`src/rtl/fpu_regfile_pkg.sv`:
```
// Shared opcode encodings, controller state type and opcode classification
// for the FPU register-file front end.
package fpu_regfile_pkg;

    // Opcodes executed locally by the controller
    localparam logic [5:0] OP_LOADI  = 6'b111001;
    localparam logic [5:0] OP_STORE  = 6'b111000;

    // Compare class: op[5:4] == 2'b01, result is the flag only
    localparam logic [5:0] CMP_MASK  = 6'b110000;
    localparam logic [5:0] CMP_CLASS = 6'b010000;

    typedef enum logic [1:0] {
        S_IDLE,
        S_DISPATCH,
        S_WAIT,
        S_RESP
    } state_t;

    function automatic logic is_compare(input logic [5:0] op);
        return (op & CMP_MASK) == CMP_CLASS;
    endfunction

    function automatic logic is_local(input logic [5:0] op);
        return (op == OP_LOADI) || (op == OP_STORE);
    endfunction

endpackage

```
`src/rtl/fpu_regfile_mem.sv`:
```
// NREG x W register storage: two asynchronous read ports, one synchronous
// write port, asynchronous clear of every entry.
module fpu_regfile_mem
    import fpu_regfile_pkg::*;
#(
    parameter int NREG = 32,
    parameter int W    = 32
) (
    input  logic                    clk,
    input  logic                    rst,
    input  logic [$clog2(NREG)-1:0] raddr_a,
    input  logic [$clog2(NREG)-1:0] raddr_b,
    output logic [W-1:0]            rdata_a,
    output logic [W-1:0]            rdata_b,
    input  logic                    we,
    input  logic [$clog2(NREG)-1:0] waddr,
    input  logic [W-1:0]            wdata
);

    logic [W-1:0] regs [NREG];

    // Storage update: clear all entries on reset, otherwise single write port
    always_ff @(posedge clk or posedge rst) begin
        if (rst) begin
            for (int unsigned i = 0; i < NREG; i++) begin
                regs[i] <= '0;
            end
        end else if (we) begin
            regs[waddr] <= wdata;
        end
    end

    // Asynchronous read ports
    always_comb begin
        rdata_a = regs[raddr_a];
        rdata_b = regs[raddr_b];
    end

endmodule

```
`src/rtl/fpu_regfile_ctrl.sv`:
```
// Register-file front end for the FPU: accepts one command at a time,
// executes LOADI/STORE locally, dispatches everything else to an external
// execution unit, writes results back and returns a response. A watchdog
// bounds the wait for the execution unit's result. Requires OPW >= 6.
module fpu_regfile_ctrl
    import fpu_regfile_pkg::*;
#(
    parameter int NREG    = 32,
    parameter int W       = 32,
    parameter int OPW     = 6,
    parameter int TIMEOUT = 64
) (
    input  logic                    clk,
    input  logic                    rst,
    input  logic                    req_valid,
    output logic                    req_ready,
    input  logic [OPW-1:0]          op,
    input  logic [$clog2(NREG)-1:0] x1,
    input  logic [$clog2(NREG)-1:0] x2,
    input  logic [$clog2(NREG)-1:0] y,
    input  logic [W-1:0]            in_data,
    output logic                    exe_valid,
    input  logic                    exe_ready,
    output logic [OPW-1:0]          exe_op,
    output logic [W-1:0]            exe_a,
    output logic [W-1:0]            exe_b,
    input  logic                    exe_done,
    input  logic [W-1:0]            exe_result,
    input  logic                    exe_flag,
    output logic                    resp_valid,
    input  logic                    resp_ready,
    output logic [W-1:0]            out_data,
    output logic                    out_flag,
    output logic                    err
);

    localparam int AW = $clog2(NREG);
    localparam int CW = (TIMEOUT > 2) ? $clog2(TIMEOUT) : 1;
    localparam logic [CW-1:0] WD_LAST = CW'(TIMEOUT - 1);

    state_t state;
    state_t state_next;

    logic [5:0]    op6;
    logic          accept;
    logic          done_take;
    logic          timeout_hit;
    logic [CW-1:0] wd_cnt;
    logic [AW-1:0] y_q;
    logic          arith_q;

    logic [W-1:0]  rd_a;
    logic [W-1:0]  rd_b;
    logic          wr_en;
    logic [AW-1:0] wr_addr;
    logic [W-1:0]  wr_data;

    fpu_regfile_mem #(
        .NREG (NREG),
        .W    (W)
    ) u_mem (
        .clk     (clk),
        .rst     (rst),
        .raddr_a (x1),
        .raddr_b (x2),
        .rdata_a (rd_a),
        .rdata_b (rd_b),
        .we      (wr_en),
        .waddr   (wr_addr),
        .wdata   (wr_data)
    );

    // Handshake qualifiers shared by the FSM, datapath and write port
    always_comb begin
        op6         = op[5:0];
        accept      = req_valid && req_ready;
        done_take   = exe_done && (((state == S_DISPATCH) && exe_ready) ||
                                   (state == S_WAIT));
        timeout_hit = (state == S_WAIT) && !exe_done && (wd_cnt == WD_LAST);
    end

    // State register
    always_ff @(posedge clk or posedge rst) begin
        if (rst) begin
            state <= S_IDLE;
        end else begin
            state <= state_next;
        end
    end

    // Next-state logic
    always_comb begin
        state_next = state;
        unique case (state)
            S_IDLE: begin
                if (accept) begin
                    state_next = is_local(op6) ? S_RESP : S_DISPATCH;
                end
            end
            S_DISPATCH: begin
                if (exe_ready) begin
                    state_next = exe_done ? S_RESP : S_WAIT;
                end
            end
            S_WAIT: begin
                if (exe_done || timeout_hit) begin
                    state_next = S_RESP;
                end
            end
            S_RESP: begin
                if (resp_ready) begin
                    state_next = S_IDLE;
                end
            end
            default: state_next = S_IDLE;
        endcase
    end

    // State-decoded handshake outputs; req_ready is masked while reset is held
    always_comb begin
        req_ready  = (state == S_IDLE) && !rst;
        exe_valid  = (state == S_DISPATCH);
        resp_valid = (state == S_RESP);
    end

    // Register-file write port: LOADI on accept, arithmetic result on done
    always_comb begin
        wr_en   = 1'b0;
        wr_addr = y;
        wr_data = in_data;
        if ((state == S_IDLE) && accept && (op6 == OP_LOADI)) begin
            wr_en = 1'b1;
        end else if (done_take && arith_q) begin
            wr_en   = 1'b1;
            wr_addr = y_q;
            wr_data = exe_result;
        end
    end

    // Operand/response datapath and watchdog counter
    always_ff @(posedge clk or posedge rst) begin
        if (rst) begin
            exe_op   <= '0;
            exe_a    <= '0;
            exe_b    <= '0;
            y_q      <= '0;
            arith_q  <= 1'b0;
            out_data <= '0;
            out_flag <= 1'b0;
            err      <= 1'b0;
            wd_cnt   <= '0;
        end else begin
            unique case (state)
                S_IDLE: begin
                    if (accept) begin
                        if (op6 == OP_LOADI) begin
                            out_data <= in_data;
                        end else if (op6 == OP_STORE) begin
                            out_data <= rd_a;
                        end else begin
                            exe_op  <= op;
                            exe_a   <= rd_a;
                            exe_b   <= rd_b;
                            y_q     <= y;
                            arith_q <= !is_compare(op6);
                        end
                    end
                end
                S_DISPATCH: begin
                    if (exe_ready) begin
                        wd_cnt <= '0;
                    end
                    if (done_take) begin
                        out_data <= exe_result;
                        out_flag <= exe_flag;
                    end
                end
                S_WAIT: begin
                    if (done_take) begin
                        out_data <= exe_result;
                        out_flag <= exe_flag;
                    end else if (timeout_hit) begin
                        err      <= 1'b1;
                        out_data <= '0;
                    end else begin
                        wd_cnt <= wd_cnt + 1'b1;
                    end
                end
                S_RESP: begin
                    if (resp_ready) begin
                        err      <= 1'b0;
                        out_flag <= 1'b0;
                    end
                end
                default: ;
            endcase
        end
    end

endmodule

```
`config.mk`:
```
export PLATFORM = sky130hd
export DESIGN_NAME = fpu_regfile_ctrl
export DESIGN_NICKNAME = d
export VERILOG_FILES = /design/src/rtl/fpu_regfile_pkg.sv /design/src/rtl/fpu_regfile_mem.sv /design/src/rtl/fpu_regfile_ctrl.sv
export SDC_FILE = /design/constraint.sdc
export NUM_CORES = 2
export LEC_CHECK = 0
export CAP_MARGIN = 40
export CELL_PAD_IN_SITES_DETAIL_PLACEMENT = 1
export CELL_PAD_IN_SITES_GLOBAL_PLACEMENT = 1
export CORE_MARGIN = 4
export CORE_UTILIZATION = 58
export CTS_BUF_LIST = sky130_fd_sc_hd__clkbuf_4 sky130_fd_sc_hd__clkbuf_8
export CTS_CLUSTER_DIAMETER = 50
export CTS_CLUSTER_SIZE = 10
export DETAILED_ROUTE_END_ITERATION = 16
export GPL_TIMING_DRIVEN = 0
export MAX_ROUTING_LAYER = met4
export PLACE_DENSITY_LB_ADDON = 0.1
export SLEW_MARGIN = 10
export SYNTH_ARGS = -nofsm -noshare
export SYNTH_HDL_FRONTEND = slang
export SYNTH_SLANG_ARGS = --single-unit
```
`constraint.sdc`:
```
create_clock -name clk -period 73.3 [get_ports clk]
set_input_delay 10.995 -clock clk [delete_from_list [all_inputs] [get_ports clk]]
set_output_delay 10.995 -clock clk [all_outputs]
set_load 0.03 [all_outputs]
```
==> results by stage <==
Timing:
- The ratio of final minimum period to clock period is 0.319.
- The worst path in the final design needs a cycle of about 23000 ps, including I/O delays and setup.
- Measured against its own limit, the worst slew margin works out to 0.307.
- In the final timing run, aggregate negative setup slack is 0 ps.
- The measured slew at the worst slew-check pin is about 1000 ps.
- The number of hold-slack violations in the final timing report is 0.
- The number of pins with negative max-slew slack in the final report is 0.
- The total setup violations reported at the end of the flow is 0.
- For the final database, setup skew stands at 36.4 ps.
- Setup repair after global routing left no endpoint under its margin.
- The tightest hold path in the finished design has a slack of around 480 ps.
- For this run, the top clock speed supported by timing is 0.0427 GHz.

Placement:
- Including well taps, the total number of placed cells is 6617.
- At the end of routability-driven placement, the weighted congestion stood at roughly 0.99.
- The count of buffers added on input and output ports is ~190.
- Summed over all nets, the half-perimeter wirelength after detailed placement is 208000 um.

Floorplanning:
- The die is around 340 um wide.
- The initial core utilization is 0.586.
- The standard cell core area is 109000 um^2.
- During I/O placement, the number of pins put on the boundary was between 150 and 200.
- The floorplan step defined a die boundary enclosing roughly 120000 um^2.
- After floorplanning, the core was divided into 121 placement rows.
- From bottom edge to top edge, the die measures 340 um.

Hold path:
- Along the worst hold path, the cell count comes to 2.
- The worst hold path belongs to the class reg2reg.

Clock tree:
- The sink count of the clock tree is 1142.
- The cell sitting at the root of the clock tree is a sky130_fd_sc_hd__clkbuf_8.
- The H-tree was split into 4 levels.
- The CTS tree is done.
- The clock latency on the worst-skew pair is 890 ps.
- In this run, post-CTS hold repair placed 0 buffers.
- The quantity of gates resized following cts is 0.
- The maximum buffer depth of the clock tree is 3.
- After clock tree synthesis, the clock-pin slew on the worst setup and hold paths is 70 ps.
- The number of buffers inserted by post-CTS setup repair is 0.
- The number of clock buffers added by TritonCTS is 150.

Power:
- Total power for the finished layout comes to 0.00220 W.
- The maximum VDD drop is 0.0256 mV.
- Summed over all cells, the static leakage comes to between 30 and 40 nW.
- Power spread over the standard cell area amounts to 30.0 nW/um^2.

Yosys:
- The combined area of all synthesized cells is around 64000 um^2.
- The number of nets handed over by synthesis was 4928.
- The cell count after synthesis is 4830.
- The most used flip-flop cell after synthesis is sky130_fd_sc_hd__dfrtp_1.
- The number of warnings printed during yosys synthesis is 0.
- After synthesis the netlist holds a flip-flop and latch count of 1142.
- The average cell area after synthesis is between 10 and 15 um^2.
- For this run, the register share of the synthesized area comes to 0.448.
- In the synthesized netlist the async set-or-reset flop fraction comes to 1.00.
- Synthesis instantiated between 50 and 60 different standard cells from the library.
- The number of synthesized flops with an enable pin is 0.

Routing:
- The first detailed-routing pass ran for 9 iterations.
- The post-route antenna net violation count is 0.
- For this block, the routed nets add up to roughly 300000 um of wire.
- In the routed design, unresolved DRC markers number 0.
- Summing over every cut layer, the via total after detailed routing is 51500.
- The detailed router finished its first iteration with 6733 violations.
- The average detailed-routed wire length per instance is 43.0 um.
- Using the TritonRoute via totals, the vias-per-cell ratio works out to 7.49.

Finish:
- The share of final-layout standard cells stronger than drive strength 1 is 0.381.
- The number of nets in the finished design is 5457.
- The post-layout instance count excluding filler cells is 6875.
- Leaving out fill and tap cells, the most frequent cells in the layout are 1142 x sky130_fd_sc_hd__dfrtp_1, 805 x sky130_fd_sc_hd__mux2_2, 623 x sky130_fd_sc_hd__mux2_4.
- Leaving out fill and tap cells, the most frequent cell in the layout is sky130_fd_sc_hd__dfrtp_1.
- The post-synthesis to final-layout area growth is 14.8%.

Setup path:
- The critical path goes through clkdlybuf4s50_1 > nor2b_1 > clkdlybuf4s50_1.
- The cell seen most often among critical-path stages is sky130_fd_sc_hd__clkdlybuf4s50_1.
- The category of the worst setup path capture point is an output pin.
- The worst setup slack for register-to-register paths is between 60000 and 70000 ps.
- The startpoint identified for the worst register-to-register timing path is state[1].
- The end point of the critical path is req_ready.
- Tracing the worst setup path back leads to its startpoint at rst.
- At the worst endpoint, the required time is 62310 ps.
- The largest single stage delay on the critical path is 690 ps.
- The worst setup path is launched from a primary input.
- In this run the critical register-to-register path is captured at u_mem.regs[1016].
- The family with the most delay on the worst path is buffers and inverters.
- At the worst endpoint, the arrival time is 12420 ps.
- Of all nets on the critical path, the largest fanout is 4.
- The slowest stage of the critical path belongs to the cell sky130_fd_sc_hd__clkdlybuf4s50_1.
- The startpoint-to-endpoint class of the critical path is in2out.
- The worst reg-to-reg path cell count is 8.
- The count of buffering cells on the critical path with inverters included is 2.
- The critical path crosses 3 cells after its start point.

Global routing:
- Entering global routing, the biggest net connects 121 pins.
- The number of global-route vias before repair was 53000.
- Summed over all layers, the global routing overflow is 0.
- The initial antenna violation count came to 16.
- Across every metal layer, demand over resource in global routing totals 0.513.
- The first global-routing pass estimated 407000 um of wire.

Run status:
- The flow ran to the end, and the final reports show no timing, DRC or antenna violations.

Job:
- The total of max-cap violations is 0.
## cells by family after synthesis
logic type	synth area share
and+or+nand+nor	0.0333
AOI/OAI and AO/OA	0.0829
muxes	0.397
DFF	0.448
adders and majority gates	0.00118
buffers and inverters	0.0384
## worst min-delay path: cells and delay by family (launching register included)
family | cells | cell delay, ps
and+or+nand+nor | 1 | 50
DFF | 1 | 340
AOI/OAI and AO/OA | 1 | 60
## flip-flops by register name, summed over array words and instances (netlist names)
name and flops:
exe_op 6, err 1, u_mem.regs 1024, exe_b 32
exe_a 32, wd_cnt 6, arith_q 1, out_data 32
state 2, out_flag 1, y_q 5
## report_power, final
group          total [W]  internal, W  switching [W]
combinational   0.000737     0.000347       0.000390
sequential      0.000934     0.000792       0.000142
clock           0.000525     0.000262       0.000263
total            0.00220      0.00140       0.000795
## per-layer routing
layer	part of all wire	global-route usage
met1	0.36	0.605
met3	0.13	0.200
met5	0	-
met2	0.41	0.696
met4	0.099	0.402
## worst min path at each step
stage,from,end,slack (ps)
after global placement,exe_b[17],exe_b[17],460
final,exe_a[19],exe_a[19],480
after floorplan,arith_q,arith_q,450
after global routing,exe_b[6],exe_b[6],520
after detailed placement,exe_b[29],exe_b[29],470
after CTS,exe_b[19],exe_b[19],490
## metrics by stage
step	cell area, um^2	util	worst slack, ps
final	73300	0.672	49890
after global routing	73300	0.672	49850
after CTS	73200	0.671	49870
after detailed placement	70100	0.643	49870
after global placement	67600	0.620	16610
after floorplan	63800	-	30140
## area by class of cell
class / count / area, um^2
multi-input cells: 3208 / 32900
fillers: 10400 / 35700
well taps: 1414 / 1770
inverters: 6 / 30.0
flip-flops and latches: 1142 / 28600
diodes: 22 / 55.1
plain buffers: 474 / 2510
clock buffers: 199 / 2610
clock inverters: 33 / 417
repair buffers: 377 / 4440
## cells in the mapped netlist, types with 32 or more instances
library cell               count  area share
sky130_fd_sc_hd__a221o_1      32      0.0050
sky130_fd_sc_hd__a22oi_1     288       0.034
sky130_fd_sc_hd__buf_1        36      0.0021
sky130_fd_sc_hd__buf_6        78       0.014
sky130_fd_sc_hd__clkbuf_1    334       0.020
sky130_fd_sc_hd__dfrtp_1    1142        0.45
sky130_fd_sc_hd__mux2_1      149       0.026
sky130_fd_sc_hd__mux2_2      805        0.14
sky130_fd_sc_hd__mux2_4      623        0.15
sky130_fd_sc_hd__mux2i_1     514       0.081
sky130_fd_sc_hd__nand2_1     116      0.0068
sky130_fd_sc_hd__nand4_1      68      0.0067
sky130_fd_sc_hd__nor2_1       74      0.0044
sky130_fd_sc_hd__nor4_1       66      0.0065
sky130_fd_sc_hd__o21ai_0      46      0.0036
sky130_fd_sc_hd__o22ai_1     256       0.025
sky130_fd_sc_hd__o31ai_1      36      0.0042
Note: power is estimated with default switching activity, not from simulation.
